[config.mk]
export PLATFORM = sky130hd
export DESIGN_NAME = bit_sampler_mv
export DESIGN_NICKNAME = d
export VERILOG_FILES = /design/src/rtl/bit_sampler_pkg.sv /design/src/rtl/bit_sampler_mv_level_deglitch.sv /design/src/rtl/bit_sampler_mv.sv
export SDC_FILE = /design/constraint.sdc
export NUM_CORES = 1
export LEC_CHECK = 0
export ABC_AREA = 1
export CORE_MARGIN = 2
export CORE_UTILIZATION = 53
export CTS_BUF_LIST = sky130_fd_sc_hd__clkbuf_4 sky130_fd_sc_hd__clkbuf_8 sky130_fd_sc_hd__clkbuf_16
export DETAILED_ROUTE_END_ITERATION = 8
export PLACE_DENSITY = 0.83
export SLEW_MARGIN = 20
export SYNTH_ARGS = -nofsm -noshare
export SYNTH_HDL_FRONTEND = slang
export SYNTH_SLANG_ARGS = --single-unit
[constraint.sdc]
create_clock -name clk_i -period 1.8 [get_ports clk_i]
set_input_delay 0.36 -clock clk_i [delete_from_list [all_inputs] [get_ports clk_i]]
set_output_delay 0.36 -clock clk_i [all_outputs]
set_load 0.1 [all_outputs]
[src/rtl/bit_sampler_pkg.sv]
// Shared constants, width helpers and parameter-legality check for the bit_sampler_mv family.
package bit_sampler_pkg;

  localparam int DEF_PERIOD   = 100;
  localparam int DEF_VOTES    = 5;
  localparam int DEF_TOL      = 5;
  localparam int DEF_LOCK_N   = 4;
  localparam int DEF_GLITCH_N = 3;

  // Lock and glitch counters only ever need to reach 15.
  localparam int LOCK_W   = 4;
  localparam int GLITCH_W = 4;

  function automatic int cnt_w(input int period);
    return (period <= 2) ? 1 : $clog2(period);
  endfunction

  function automatic int ones_w(input int votes);
    return (votes <= 1) ? 1 : $clog2(votes + 1);
  endfunction

  function automatic int center(input int period);
    return period / 2;
  endfunction

  function automatic int win_lo(input int period, input int votes);
    return center(period) - votes / 2;
  endfunction

  function automatic int win_hi(input int period, input int votes);
    return center(period) + votes / 2;
  endfunction

  // Edge-free interval after which lock is dropped (spans an MSF minute marker gap).
  function automatic int timeout_cycles(input int period);
    return 2 * period;
  endfunction

  function automatic int timeout_w(input int period);
    return $clog2(timeout_cycles(period) + 1);
  endfunction

  function automatic bit params_legal(input int period, input int votes, input int tol,
                                      input int lock_n, input int glitch_n);
    return (period >= 8) &&
           (votes >= 1) && (votes % 2 == 1) && (votes <= period / 2 - 1) &&
           (tol >= 0) && (tol < period / 4) &&
           (lock_n >= 1) && (lock_n <= 15) &&
           (glitch_n >= 1) && (glitch_n <= 15);
  endfunction

endpackage

[src/rtl/bit_sampler_mv_level_deglitch.sv]
// Input synchroniser plus optional level filter; produces the filtered level and its change strobe.
// The filter is built only when BIT_SAMPLER_DEGLITCH_EN is defined.
module level_deglitch
  import bit_sampler_pkg::*;
#(
  parameter int GLITCH_N = DEF_GLITCH_N
) (
  input  logic clk_i,
  input  logic rst_i,
  input  logic data_i,
  output logic flt,
  output logic flt_edge
);

  logic meta;
  logic syn;
  logic flt_d;

  always_ff @(posedge clk_i) begin
    if (rst_i) begin
      meta  <= 1'b0;
      syn   <= 1'b0;
      flt_d <= 1'b0;
    end else begin
      meta  <= data_i;
      syn   <= meta;
      flt_d <= flt;
    end
  end

`ifdef BIT_SAMPLER_DEGLITCH_EN
  logic [GLITCH_W-1:0] stable_cnt;
  logic                flt_q;

  // A new level is adopted only after syn has disagreed with it for GLITCH_N cycles in a row.
  always_ff @(posedge clk_i) begin
    if (rst_i) begin
      stable_cnt <= '0;
      flt_q      <= 1'b0;
    end else if (syn == flt_q) begin
      stable_cnt <= '0;
    end else if (int'(stable_cnt) >= GLITCH_N - 1) begin
      stable_cnt <= '0;
      flt_q      <= syn;
    end else begin
      stable_cnt <= stable_cnt + GLITCH_W'(1);
    end
  end

  assign flt = flt_q;
`else
  localparam int glitch_unused = GLITCH_N;

  assign flt = syn;
`endif

  assign flt_edge = flt ^ flt_d;

endmodule

[src/rtl/bit_sampler_mv.sv]
// MSF bit sampler: edge-realigned phase counter, mid-bit majority vote and timing-lock tracking.
// Optional input deglitch filter enabled by defining BIT_SAMPLER_DEGLITCH_EN.
module bit_sampler_mv
  import bit_sampler_pkg::*;
#(
  parameter int PERIOD   = DEF_PERIOD,
  parameter int VOTES    = DEF_VOTES,
  parameter int TOL      = DEF_TOL,
  parameter int LOCK_N   = DEF_LOCK_N,
  parameter int GLITCH_N = DEF_GLITCH_N
) (
  input  logic clk_i,
  input  logic rst_i,
  input  logic data_i,
  output logic bit_o,
  output logic valid_o,
  output logic unanimous_o,
  output logic locked_o
);

  localparam int CNT_W   = cnt_w(PERIOD);
  localparam int ONES_W  = ones_w(VOTES);
  localparam int WIN_LO  = win_lo(PERIOD, VOTES);
  localparam int WIN_HI  = win_hi(PERIOD, VOTES);
  localparam int TIMEOUT = timeout_cycles(PERIOD);
  localparam int Q_W     = timeout_w(PERIOD);

  if (!params_legal(PERIOD, VOTES, TOL, LOCK_N, GLITCH_N)) begin : g_bad_params
    $error("bit_sampler_mv: illegal parameter combination");
  end

  logic flt;
  logic flt_edge;

  level_deglitch #(
    .GLITCH_N(GLITCH_N)
  ) u_deglitch (
    .clk_i   (clk_i),
    .rst_i   (rst_i),
    .data_i  (data_i),
    .flt     (flt),
    .flt_edge(flt_edge)
  );

  logic [CNT_W-1:0]  ph;
  logic [CNT_W-1:0]  ph_nxt;
  logic [ONES_W-1:0] ones;
  logic [ONES_W-1:0] ones_nxt;
  logic [ONES_W-1:0] ones_sum;
  logic              win_active;
  logic              win_nxt;
  logic [Q_W-1:0]    quiet;
  logic [Q_W-1:0]    quiet_nxt;
  logic [LOCK_W-1:0] lock_cnt;
  logic [LOCK_W-1:0] lock_cnt_nxt;
  logic              valid_nxt;
  logic              bit_nxt;
  logic              unan_nxt;
  logic              locked_nxt;
  logic              win_first;
  logic              win_in;
  logic              win_last;
  logic              ph_wrap;
  logic              on_time;
  logic              timeout_hit;

  // An input edge always wins: it re-zeroes the phase and abandons any vote in progress.
  always_comb begin
    win_first   = (int'(ph) == WIN_LO);
    win_in      = (int'(ph) >= WIN_LO) && (int'(ph) <= WIN_HI);
    win_last    = (int'(ph) == WIN_HI);
    ph_wrap     = (int'(ph) == PERIOD - 1);
    on_time     = (int'(ph) <= TOL) || (int'(ph) >= PERIOD - TOL);
    timeout_hit = !flt_edge && (int'(quiet) >= TIMEOUT - 1);
    ones_sum    = (win_first ? '0 : ones) + ONES_W'(flt);

    ph_nxt       = ph + CNT_W'(1);
    ones_nxt     = ones;
    win_nxt      = win_active;
    valid_nxt    = 1'b0;
    bit_nxt      = bit_o;
    unan_nxt     = unanimous_o;
    quiet_nxt    = quiet;
    lock_cnt_nxt = lock_cnt;

    if (flt_edge || ph_wrap) begin
      ph_nxt = '0;
    end

    if (flt_edge) begin
      ones_nxt = '0;
      win_nxt  = 1'b0;
    end else if (win_in) begin
      ones_nxt = ones_sum;
      win_nxt  = !win_last;
      if (win_last && (win_active || win_first)) begin
        valid_nxt = 1'b1;
        bit_nxt   = (int'(ones_sum) > VOTES / 2);
        unan_nxt  = (ones_sum == '0) || (int'(ones_sum) == VOTES);
      end
    end

    // Consecutive on-time edges build lock; a late/early edge or a long silence drops it.
    if (flt_edge) begin
      quiet_nxt = '0;
      if (!on_time) begin
        lock_cnt_nxt = '0;
      end else if (int'(lock_cnt) < LOCK_N) begin
        lock_cnt_nxt = lock_cnt + LOCK_W'(1);
      end
    end else begin
      if (int'(quiet) < TIMEOUT) begin
        quiet_nxt = quiet + Q_W'(1);
      end
      if (timeout_hit) begin
        lock_cnt_nxt = '0;
      end
    end

    locked_nxt = (int'(lock_cnt_nxt) >= LOCK_N);
  end

  always_ff @(posedge clk_i) begin
    if (rst_i) begin
      ph          <= '0;
      ones        <= '0;
      win_active  <= 1'b0;
      quiet       <= '0;
      lock_cnt    <= '0;
      valid_o     <= 1'b0;
      bit_o       <= 1'b0;
      unanimous_o <= 1'b0;
      locked_o    <= 1'b0;
    end else begin
      ph          <= ph_nxt;
      ones        <= ones_nxt;
      win_active  <= win_nxt;
      quiet       <= quiet_nxt;
      lock_cnt    <= lock_cnt_nxt;
      valid_o     <= valid_nxt;
      bit_o       <= bit_nxt;
      unanimous_o <= unan_nxt;
      locked_o    <= locked_nxt;
    end
  end

endmodule

# --- Yosys cells after proc, flatten, opt, wreduce, memory -nomap -nowiden ---
# Cells that the tools add are included.
op_classes:
  n_addsub: 4
  mul: 0
  div_mod_pow: 0
  magnitude_cmp: 9
  n_eq_ne: 4
  shifts: 0
  mux: 6
  bitwise: 3
  n_reduce_logical: 14
op_table:
  columns: ["cell", "n"]
  rows:
  - ["4-bit two-way mux", 4]
  - ["7-bit == test, second input constant", 2]
  - ["8-bit by 1-bit adder with 8-bit output, second input constant", 1]
  - ["8-bit >= comparator, second input constant", 1]
  - ["8-bit less-than comparator, second input constant", 1]
  - ["7-bit by 1-bit adder with 7-bit output, second input constant", 1]
  - ["7-bit by 6-bit == test with 1-bit output, second input constant", 1]
  - ["7-bit by 6-bit >= comparator with 1-bit output, second input constant", 1]
  - ["7-bit >= comparator, second input constant", 1]
  - ["7-bit by 3-bit less-or-equal comparator with 1-bit output, second input constant", 1]
  - ["7-bit by 6-bit less-or-equal comparator with 1-bit output, second input constant", 1]
  - ["4-bit by 1-bit adder with 4-bit output, second input constant", 1]
  - ["4-bit by 3-bit >= comparator with 1-bit output, second input constant", 1]
  - ["1-bit logical OR", 4]
  - ["4-bit by 3-bit less-than comparator with 1-bit output, second input constant", 1]
  - ["2-bit OR reduction", 2]
  - ["3-bit by 1-bit adder with 3-bit output", 1]
  - ["3-bit == test, second input constant", 1]
  - ["3-bit by 2-bit > comparator with 1-bit output, second input constant", 1]
  - ["1-bit logical AND", 3]
  - ["3-bit zero test", 1]
  - ["3-bit two-way mux", 1]
  - ["3-bit AND reduction", 1]
  - ["3-bit OR reduction", 1]
  - ["4 further kinds", 6]
word_totals:
  reg_bits: 30
  latchBits: 0
  ram_bits: 0
  rom_bits: 0
  inputBits: 3
  out_inout_bits: 4
  word_cells: 52
  n_memories: 0

# --- Longest topological paths before layout ---
logic_depth:
  word_depth: 6
  ltp_mapped: 13
  depth_no_buf: 13

# --- Modules after synthesis ---
# From an unflattened synthesis, not the netlist that was laid out.
hier_totals:
  hier_cells: 209
  area_unflattened_um2: 1478.9
modules_own_cells:
  columns: ["mod", "n_inst", "cells_per_inst", "area_per_inst_um2"]
  rows:
  - ["bit_sampler_mv", 1, 196, 1381.3]
  - ["level_deglitch", 1, 13, 97.6]

# --- Least setup slack after synthesis ---
# Ideal clock, no wire load.
synth_timing:
  path_kind: "flip-flop to flip-flop"
  from: "register ph[0]"
  to: "register ones[2]"
  arrival_time_ns: 1.583
  slack_ns: 0.101
  path_stages_with_launch: 13
  period_less_slack_ns: 1.699
  path_cell_list: "dfxtp_1 inv_1 ha_1 nand3_2 inv_1 nor2_1 ha_1 ha_1 inv_1 nand3_1 nand2_1 o21ai_0 inv_1"
synth_via:
  elab_chain_len: 3
  word_cells_on_any_way: 6
  classes_between: "add/sub (1); order compare (2); eq/ne (1); mux (1); reduce/logical (1)"
synth_lines:
  columns: ["element", "line_no", "source"]
  rows:
  - ["from (decl)", "bit_sampler_mv.sv:45", "logic [CNT_W-1:0] ph;"]
  - ["from (signal assigned)", "bit_sampler_mv.sv:135", "ph <= ph_nxt;"]
  - ["7-bit == test", "bit_sampler_mv.sv:69", "win_first = (int'(ph) == WIN_LO);"]
  - ["3-bit two-way mux", "bit_sampler_mv.sv:75", "ones_sum = (win_first ? '0 : ones) + ONES_W'(flt);"]
  - ["3-bit by 1-bit adder with 3-bit output", "bit_sampler_mv.sv:75", null]
  - ["to (signal assigned)", "bit_sampler_mv.sv:136", "ones <= ones_nxt;"]
  - ["to (decl)", "bit_sampler_mv.sv:47", "logic [ONES_W-1:0] ones;"]
# Parallel ways exist; a longest one is shown, timed or not.
# A chain may end at the register's enable or synchronous reset.

# --- Worst setup path in the final report ---
layout_timing:
  from: "register ph[1]"
  to: "register unanimous_o"
layout_via:
  elab_chain_len: 5
  word_cells_on_any_way: 13
  classes_between: "add/sub (1); order compare (2); eq/ne (3); mux (1); reduce/logical (6)"
layout_lines:
  columns: ["element", "line_no", "source"]
  rows:
  - ["7-bit == test", "bit_sampler_mv.sv:69", null]
  - ["3-bit two-way mux", "bit_sampler_mv.sv:75", null]
  - ["3-bit by 1-bit adder with 3-bit output", "bit_sampler_mv.sv:75", null]
  - ["3-bit == test or 3-bit zero test (tied branches)", "bit_sampler_mv.sv:99", "unan_nxt = (ones_sum == '0) || (int'(ones_sum) == VOTES);"]
  - ["1-bit logical OR", "bit_sampler_mv.sv:99", null]
  - ["to (signal assigned)", "bit_sampler_mv.sv:142", "unanimous_o <= unan_nxt;"]
  - ["to (decl)", "bit_sampler_mv.sv:17", "output logic unanimous_o,"]
# Parallel ways exist; a longest one is shown, timed or not.

==> metrics.txt <==
# TYPE chip_impl_metric gauge
chip_impl_info{name="kind_of_start_point_of_the_critical_path",value="flip-flop"} 1
chip_impl_metric{name="dr_total_vias",unit=""} 1266
chip_impl_metric{name="grt_use_total",unit="%"} 18.7
chip_impl_metric{name="clock_path_buffers",unit=""} 2
chip_impl_metric{name="post-route-drc-count",unit=""} 0
chip_impl_metric{name="post-route-worst-setup-slack",unit="ns"} 0.140
chip_impl_metric{name="clock_insertion_delay_worst_skew",unit="ns"} 0.34
chip_impl_metric{name="yosys_warnings",unit=""} 0
chip_impl_metric{name="standard_cell_core_area",unit="mm2"} 0.00273
chip_impl_metric{name="number_of_h_tree_levels",unit=""} 2
chip_impl_metric{name="ir_worst_vdd",unit="uV"} 540
chip_impl_info{name="yosys.area.top_type",value="dfxtp_1"} 1
chip_impl_metric{name="multiplexer_share_of_the_synthesized_area",unit="%"} 0
chip_impl_metric{name="critical_path.max_fanout",unit=""} 3
chip_impl_metric{name="cts.reportedPaths.clkPinSlew",unit="ns"} 0.09
chip_impl_metric{name="std_cell_rows",unit=""} 19
chip_impl_metric{name="synth-adder-area-share",unit="%"} 5.75
chip_impl_metric{name="post_drt_via_cell_ratio",unit=""} 5.00
chip_impl_info{name="synth_commonest_cells",value="34 x nand2_1, 33 x inv_1, 30 x dfxtp_1"} 1
chip_impl_metric{name="fp.dieW",unit="um"} 57.6
chip_impl_metric{name="synth-async-reset-ratio",unit="%"} 0
chip_impl_metric{name="timing_max_transition_violations_final",unit=""} 0
chip_impl_metric{name="die_y",unit="um"} 57.6
chip_impl_metric{name="cts_buffers",unit=""} 5
chip_impl_metric{name="power_leakage",unit="nW"} 0.799
chip_impl_metric{name="stdcell_area",unit="mm2"} 0.00177
chip_impl_metric{name="maxCapViolCount",unit=""} 0
chip_impl_metric{name="finalCritPeriodShare",unit="%"} 92.2
chip_impl_metric{name="layout.filler_cells",unit=""} 232
chip_impl_metric{name="final_layout_size_suffix_gt1_share",unit="%"} 19.4
chip_impl_metric{name="worstMarginPinSlew",unit="ns"} 0.347
chip_impl_metric{name="wl_per_cell",unit="um"} 10.8
chip_impl_metric{name="syn_to_final_growth",unit="%"} 16.3
chip_impl_info{name="worst-setup-path-type",value="flip-flop to flip-flop"} 1
chip_impl_metric{name="post_synth_and_or_nand_nor_area_fraction",unit="%"} 32.8
chip_impl_metric{name="postSynthRegisterBits",unit=""} 30
chip_impl_metric{name="gp_congestion",unit=""} 0.916
chip_impl_metric{name="dpl.hpwl",unit="um"} 2030
chip_impl_metric{name="ff_latch_area",unit="um2"} 604
chip_impl_metric{name="setup_viol",unit=""} 0
chip_impl_metric{name="synthXorXnorAreaFrac",unit="%"} 2.96
chip_impl_metric{name="die_area",unit="mm2"} 0.00332
chip_impl_metric{name="wire_length_of_the_first_global_routing_pass",unit="um"} 4650
chip_impl_metric{name="syn-instance-count",unit=""} 204
chip_impl_metric{name="finalSetupTns",unit="ns"} 0
chip_impl_metric{name="post_dp_area",unit="mm2"} 0.00169
chip_impl_metric{name="synthDistinctLibCells",unit=""} 28
chip_impl_metric{name="drt_pre_antenna_iters",unit=""} 4
chip_impl_metric{name="cts_sinks",unit=""} 30
chip_impl_metric{name="num_antenna_cells",unit=""} 0
chip_impl_metric{name="drt_first_iter_violations",unit=""} 44
chip_impl_metric{name="post-route-min-period",unit="ns"} 1.66
chip_impl_metric{name="timing_hold_violations_final",unit=""} 0
chip_impl_info{name="ys_top_cells_by_area",value="dfxtp_1 39%, nand2_1 8.4%, inv_1 8.1%"} 1
chip_impl_metric{name="synth_edf_count",unit=""} 0
chip_impl_metric{name="grt_antenna_before_repair",unit=""} 0
chip_impl_metric{name="max_clock_freq",unit="GHz"} 0.602
chip_impl_metric{name="start_util",unit="%"} 55.7
chip_impl_info{name="synth.most_common_cell",value="nand2_1"} 1
chip_impl_metric{name="nets",unit=""} 231
chip_impl_info{name="run_status",value="completed"} 1
chip_impl_info{name="critical_path.endpoint_type",value="flip-flop"} 1
chip_impl_metric{name="fraction_of_the_mapped_netlist_area_in_compound_gates",unit="%"} 9.78
chip_impl_metric{name="postSynthNetCount",unit=""} 214
chip_impl_metric{name="preCtsSetupSlack",unit="ns"} 0.0231
chip_impl_metric{name="non_filler_cells_final",unit=""} 253
chip_impl_metric{name="synth_top_area_share",unit="%"} 39.4
chip_impl_metric{name="via_count_of_the_first_global_routing_pass",unit=""} 1113
chip_impl_metric{name="ys_seq_area_share",unit="%"} 39.4
chip_impl_metric{name="grt-ovfl-total",unit=""} 0
chip_impl_metric{name="cts_hold_repair.buffers",unit=""} 0
chip_impl_metric{name="utilization",unit="%"} 64.8
chip_impl_metric{name="powerDensity",unit="mW/mm2"} 690
chip_impl_metric{name="grt_start_max_net_pins",unit=""} 10
chip_impl_metric{name="holdWs",unit="ns"} 0.420
chip_impl_metric{name="port_buffers",unit=""} 6
chip_impl_metric{name="avgSynthCellArea",unit="um2"} 7.46
chip_impl_metric{name="total_power",unit="mW"} 1.22
chip_impl_metric{name="dpl.cell_count",unit=""} 245
chip_impl_metric{name="route.final.wire_length",unit="um"} 2730
chip_impl_metric{name="worst-endpoint-required",unit="ns"} 2.04
chip_impl_info{name="synth_top_flop_cell",value="dfxtp_1"} 1
chip_impl_metric{name="worst_ep_arrival_time",unit="ns"} 1.90
chip_impl_info{name="cts_tree",value="done"} 1
chip_impl_metric{name="fin_worst_skew",unit="ns"} 0.0145
chip_impl_metric{name="multiInputGateArea",unit="um2"} 796
chip_impl_info{name="hold_path_class",value="flip-flop to flip-flop"} 1
chip_impl_metric{name="detail-route-antenna-nets",unit=""} 0
chip_impl_info{name="largest_family_of_logic_cells_by_synthesized_area",value="simple AND/OR/NAND/NOR gates"} 1
chip_impl_metric{name="slew-limit-headroom",unit="%"} 76.9
chip_impl_metric{name="ios",unit=""} 7
chip_impl_info{name="cts_root_buffer",value="clkbuf_4"} 1
chip_impl_metric{name="synth.cell_area",unit="mm2"} 0.00152
area by class of cell:
class,count,share of cell area (%)
Multi-Input combinational cell,139,44.9
Sequential cell,30,34.1
Timing Repair Buffer,11,7.77
Inverter,34,7.35
Clock buffer,7,3.32
Tap cell,31,2.19
Clock inverter,1,0.283
worst paths after layout:
| check | to | slack (ns) | startpoint | cells past startpoint |
|---|---|---|---|---|
| max | unanimous_o | 0.14 | ph[1] | 13 |
| min | u_deglitch.flt | 0.42 | u_deglitch.meta | 2 |
| max reg2reg | unanimous_o | 0.14 | ph[1] | 13 |
| min reg2reg | u_deglitch.flt | 0.42 | u_deglitch.meta | 2 |
cells in the final DEF, fill, tap and decap left out, types with 4 or more instances in the layout:
cell      netlist  layout
nor2_1         27      27
nand2_1        34      34
clkbuf_4        0       6
o21ai_0        11      10
dfxtp_1        30      27
ha_1            7       5
buf_12          0       4
inv_1          33      31
a21oi_1        10      10
nand3_1        20      20
buf_4           0       5
power by group:
group	total (mW)	internal (mW)	switching, mW
clock network	0.432	0.204	0.228
logic	0.0933	0.0384	0.0548
registers	0.696	0.681	0.0148
total	1.22	0.923	0.298
cells by family (layout without fill, tap and decap cells):
kind of cell | Yosys count | after routing
AOI/OAI and AO/OA | 27 | 27
xor gates and xnor gates | 3 | 3
adders and majority gates | 7 | 7
buffers and inverters | 35 | 53
DFF | 30 | 30
and+or+nand+nor | 102 | 102
critical path: stages, from the launching register on:
cell and delay (ns):
dfxtp_2 0.34, inv_2 0.06, ha_2 0.18, nand3_2 0.08
inv_1 0.07, nor2_1 0.04, ha_1 0.21, ha_4 0.17
inv_1 0.06, nand3_1 0.09, nand3_1 0.09, nand3_1 0.07
nand2_1 0.06, inv_1 0.03
registers in the layout (all words and copies together), names as in the netlist, 3 cells and up:
name,cells
quiet,8
ph,7
lock_cnt,4
ones,3
what timing repair did:
item,4_1_cts,5_1_grt
setup buffers,0,0
setup endpoints to repair,0,3
resized for setup,0,8
layer usage:
metal,GRT usage (%),up-vias,share of wire [%]
met3,7.48,8,3.7
met1,23.5,560,47
met5,0,-,0
met2,27.8,14,47
li1,-,684,-
met4,8.97,0,2.3
(Power assumes the default switching activity.)
